===== src/rtl/beat_sequencer.sv =====
// Beat sequencer: a play/pause/stop FSM that steps a beat index at a selectable tempo.
// Define BEAT_SEQUENCER_LOOP_EN to wrap to beat 0 at the end of the pattern instead of stopping in DONE.
module beat_sequencer #(
   parameter int TICK_DIV  = 25_000_000,
   parameter int LAST_BEAT = 63
) (
   input  logic        clk,
   input  logic        rst,
   input  logic        play_de,
   input  logic        stop_de,
   input  logic [1:0]  tempo_sel,
   output logic [11:0] ibeatNum,
   output logic        beat_tick,
   output logic        playing,
   output logic        done
);

   localparam logic [1:0] IDLE  = 2'd0;
   localparam logic [1:0] PLAY  = 2'd1;
   localparam logic [1:0] PAUSE = 2'd2;
   localparam logic [1:0] DONE  = 2'd3;

   localparam logic [31:0] DIV_NORM = 32'(TICK_DIV);
   localparam logic [31:0] DIV_FAST = 32'(TICK_DIV / 2);
   localparam logic [31:0] DIV_SLOW = 32'(TICK_DIV * 2);
   localparam logic [11:0] LAST     = 12'(LAST_BEAT);

   logic [1:0]  state_reg, state_next;
   logic [31:0] presc_reg, presc_next;
   logic [11:0] beat_reg, beat_next;
   logic        tick_reg, tick_next;
   logic        playing_reg, done_reg;
   logic [31:0] divisor;
   logic        terminal;

   always_comb begin
      case (tempo_sel)
         2'd1:    divisor = DIV_FAST;
         2'd2:    divisor = DIV_SLOW;
         default: divisor = DIV_NORM;
      endcase
   end

   // Using >= lets a tempo switch to a shorter beat fire straight away when the
   // count is already past the new end; divisors of 0 or 1 tick every cycle.
   assign terminal = (divisor <= 32'd1) ? 1'b1 : (presc_reg >= divisor - 32'd1);

   always_comb begin
      state_next = state_reg;
      presc_next = presc_reg;
      beat_next  = beat_reg;
      tick_next  = 1'b0;
      if (stop_de) begin
         state_next = IDLE;
         presc_next = '0;
         beat_next  = '0;
      end else begin
         case (state_reg)
            IDLE, DONE: begin
               if (play_de) begin
                  state_next = PLAY;
                  presc_next = '0;
                  beat_next  = '0;
               end
            end
            PLAY: begin
               if (play_de) begin
                  state_next = PAUSE;
               end else if (terminal) begin
                  presc_next = '0;
                  if (beat_reg >= LAST) begin
`ifdef BEAT_SEQUENCER_LOOP_EN
                     beat_next = '0;
                     tick_next = 1'b1;
`else
                     state_next = DONE;
`endif
                  end else begin
                     beat_next = beat_reg + 12'd1;
                     tick_next = 1'b1;
                  end
               end else begin
                  presc_next = presc_reg + 32'd1;
               end
            end
            PAUSE: begin
               if (play_de) state_next = PLAY;
            end
            default: state_next = IDLE;
         endcase
      end
   end

   always_ff @(posedge clk) begin
      if (rst) begin
         state_reg   <= IDLE;
         presc_reg   <= '0;
         beat_reg    <= '0;
         tick_reg    <= 1'b0;
         playing_reg <= 1'b0;
         done_reg    <= 1'b0;
      end else begin
         state_reg   <= state_next;
         presc_reg   <= presc_next;
         beat_reg    <= beat_next;
         tick_reg    <= tick_next;
         playing_reg <= (state_next == PLAY);
         done_reg    <= (state_next == DONE);
      end
   end

   assign ibeatNum  = beat_reg;
   assign beat_tick = tick_reg;
   assign playing   = playing_reg;
   assign done      = done_reg;

endmodule


===== config.mk =====
export PLATFORM = sky130hd
export DESIGN_NAME = beat_sequencer
export DESIGN_NICKNAME = d
export VERILOG_FILES = /design/src/rtl/beat_sequencer.sv
export SDC_FILE = /design/constraint.sdc
export NUM_CORES = 1
export LEC_CHECK = 0
export BUFFER_PORTS_ARGS = -buffer_cell sky130_fd_sc_hd__buf_4
export CORE_ASPECT_RATIO = 0.5
export CORE_MARGIN = 1.5
export CORE_UTILIZATION = 60
export CTS_CLUSTER_SIZE = 16
export DETAILED_ROUTE_END_ITERATION = 8
export GPL_TIMING_DRIVEN = 0
export PLACE_DENSITY = 0.75
export SLEW_MARGIN = 10
export SYNTH_ARGS = -nofsm -noshare
export SYNTH_HDL_FRONTEND = slang
export SYNTH_SLANG_ARGS = --single-unit

===== constraint.sdc =====
create_clock -name clk -period 3.5 [get_ports clk]
set_clock_uncertainty 0.2 [all_clocks]
set_input_delay 0.35 -clock clk [delete_from_list [all_inputs] [get_ports clk]]
set_output_delay 0.35 -clock clk [all_outputs]
set_load 0.005 [all_outputs]

==> impl_metrics.env <==
export IMPL_avgSynthCellArea_um2=8.58
export IMPL_wl_per_cell_um=15.2
export IMPL_setup_violations=0
export IMPL_ys_ff_latch=49
export IMPL_cts_buffers=5
export IMPL_cp_common_cell="buf_4"
export IMPL_totalPowerFinal_uw=1020
export IMPL_fin_tns_setup_ps=0
export IMPL_maxCapViolations=0
export IMPL_synth_largest_area_cell="dfxtp_1"
export IMPL_rsz0062_at_grt="false"
export IMPL_yosysMostFrequentCell="dfxtp_1"
export IMPL_yosys_most_used_dff="dfxtp_1"
export IMPL_die_h_um=51.7
export IMPL_syn2layout_area_growth_pct=11.5
export IMPL_cp_required_ps=3480
export IMPL_async_reset_ff_frac=0
export IMPL_ctsLongestPathBuffers=2
export IMPL_tightestPinTransition_ps=781
export IMPL_synth_fp_nets=355
export IMPL_synth_common_cells="dfxtp_1, nand2_1, nor3_1, nand3_1, ha_1"
export IMPL_fmaxAchievable_ghz=0.326
export IMPL_final_hold_viol_count=0
export IMPL_fin_area_um2=3170
export IMPL_cts_htree_levels=2
export IMPL_cp_start_kind="input port"
export IMPL_portBuffers=19
export IMPL_slew_violations=0
export IMPL_via_count=2533
export IMPL_status="finished, final reports clean"
export IMPL_stdcell_count=425
export IMPL_slowest_delay_ps=520
export IMPL_gp_congestion=0.872
export IMPL_vias_per_cell=5.96
export IMPL_yosysTopAreaCellShare=0.344
export IMPL_post_route_drc_count=0
export IMPL_die_x_um=100
export IMPL_rows=17
export IMPL_crit_type="in2reg"
export IMPL_antenna_found_initial=0
export IMPL_path_clk_slew_ps=90
export IMPL_post_cts_setup_buffers=0
export IMPL_grt_overflow=0
export IMPL_min_period_ps=3070
export IMPL_synth_cell_area_um2=2850
export IMPL_synth_cells=332
export IMPL_clock_latency_ps=310
export IMPL_cp_arrival_ps=3050
export IMPL_synthTopCellsByArea="dfxtp_1, ha_1, nor3_1, nand2_1, xnor2_1"
export IMPL_ant_nets=0
export IMPL_antenna_cells=0
export IMPL_track_usage=0.276
export IMPL_io_pins=21
export IMPL_coreArea_um2=4490
export IMPL_yosys_warnings=0
export IMPL_grt_start_max_net_pins=15
export IMPL_largest_reg_flops=32
export IMPL_p_leak_uw=0.00117
export IMPL_layout_worst_path_cycle_share=0.878
export IMPL_drive_above_1_share=0.125
export IMPL_placed_cells=417
export IMPL_place_hpwl_um=4700
export IMPL_grt_pass1_wl_um=11100
export IMPL_dieArea_um2=5190
export IMPL_first_pass_iters=5
export IMPL_seq_area_frac_synth=0.344
export IMPL_cts_sinks=49
export IMPL_hold_class="in2reg"
export IMPL_synth_edff_count=0
export IMPL_slew_headroom=0.475
export IMPL_cts_hold_buffers=0
export IMPL_wirelength_um=6470
export IMPL_nets=381
export IMPL_power_density_nw_per_um2=320
export IMPL_critPathMaxFanout=10
export IMPL_path_cells="buf_4, inv_1, ha_1, buf_4, inv_1, ha_1, nand4_1, nor4_1, a21bo_2, buf_2, a21oi_4, buf_4, nor3_1"
export IMPL_worst_path_max_delay_cell="nor4_1"
export IMPL_drt_iter0_markers=121
export IMPL_vdd_drop_max_uv=159
export IMPL_synth_cell_type_count=49
export IMPL_cts_tree="done"
export IMPL_cts_root_buf="clkbuf_8"
export IMPL_cts_resized_gates=0
export IMPL_post_dp_cell_area_um2=3070
export IMPL_endpoint_kind="flip-flop"
export IMPL_initial_utilization=0.635
export IMPL_grt_pass1_vias=2397
worst max-delay path, delay by kind of cell:
kind	cells	cell delay, ps
compound gates	2	580
fa+ha+maj	2	620
buf+inv	6	790
simple gates	3	710
cell type report:
type                    instances  area (µm²)
fillers                       373        1310
repair buffers                 19         143
plain buffers                  16        76.3
inverters                      13        48.8
clock buffers                   7        96.3
clock inverters                 1        5.00
multi-input cells             254        1740
flip-flops and latches         49         981
well taps                      66        82.6
report_power, final:
part	leakage (µW)	switching (µW)	internal, µW
Combinational	0.000721	54.0	26.4
Sequential	0.000395	0.805	558
Clock	0.0000542	198	179
Total	0.00117	253	763
cell usage in the layout (no fill, tap or decap), drive strengths merged, types with 3 or more instances in the layout:
cell and count:
a2111oi 4, nand2b 3, nor2 16, mux2i 5
a211oi 3, xnor2 15, o211ai 6, dfxtp 49
inv 13, and2 5, nor3b 4, buf 26
nand4 8, or3 4, nor4 9, nand2 39
and4 6, ha 17, nor3 33, nand3 20
xor2 12, and3 14, a21oi 8, clkbuf 16
final timing paths:
check                          start                         end  slack, ps  cells after the start
max                     tempo_sel[0]  presc_reg[21]$_SDFFE_PP0P_        430                     13
min                          play_de             done$_SDFF_PP0_        140                      2
max reg2reg  state_reg[1]$_SDFF_PP0_  presc_reg[27]$_SDFFE_PP0P_        660                      8
min reg2reg  state_reg[1]$_SDFF_PP0_             done$_SDFF_PP0_        290                      2
stage by stage:
stage          hold WS [ps]  worst slack [ps]   util
2_1_floorplan           258               701      -
3_3_place_gp            274               206  0.685
3_5_place_dp            284               167  0.685
4_1_cts                 127               490  0.707
5_1_grt                 155               310  0.707
6_report                135               428  0.707
kinds of logic (layout without fill, tap and decap cells):
logic type / after synthesis / count (layout) / synth area share
adder cells (fa/ha/maj): 19 / 19 / 0.0822
buffers and inverters: 29 / 56 / 0.0439
multiplexers: 5 / 5 / 0.0176
XOR/XNOR: 27 / 27 / 0.0830
AO/OA/AOI/OAI: 35 / 35 / 0.117
flip-flops: 49 / 49 / 0.344
AND/OR/NAND/NOR: 168 / 168 / 0.312
routing by layer:
layer	routed length (µm)	GRT usage	up-vias
li1	-	-	1249
met1	3070	0.351	1201
met2	3030	0.483	72
met3	311	0.0497	11
met4	55	0.0915	0
met5	0	0	-
(Power assumes the default switching activity.)
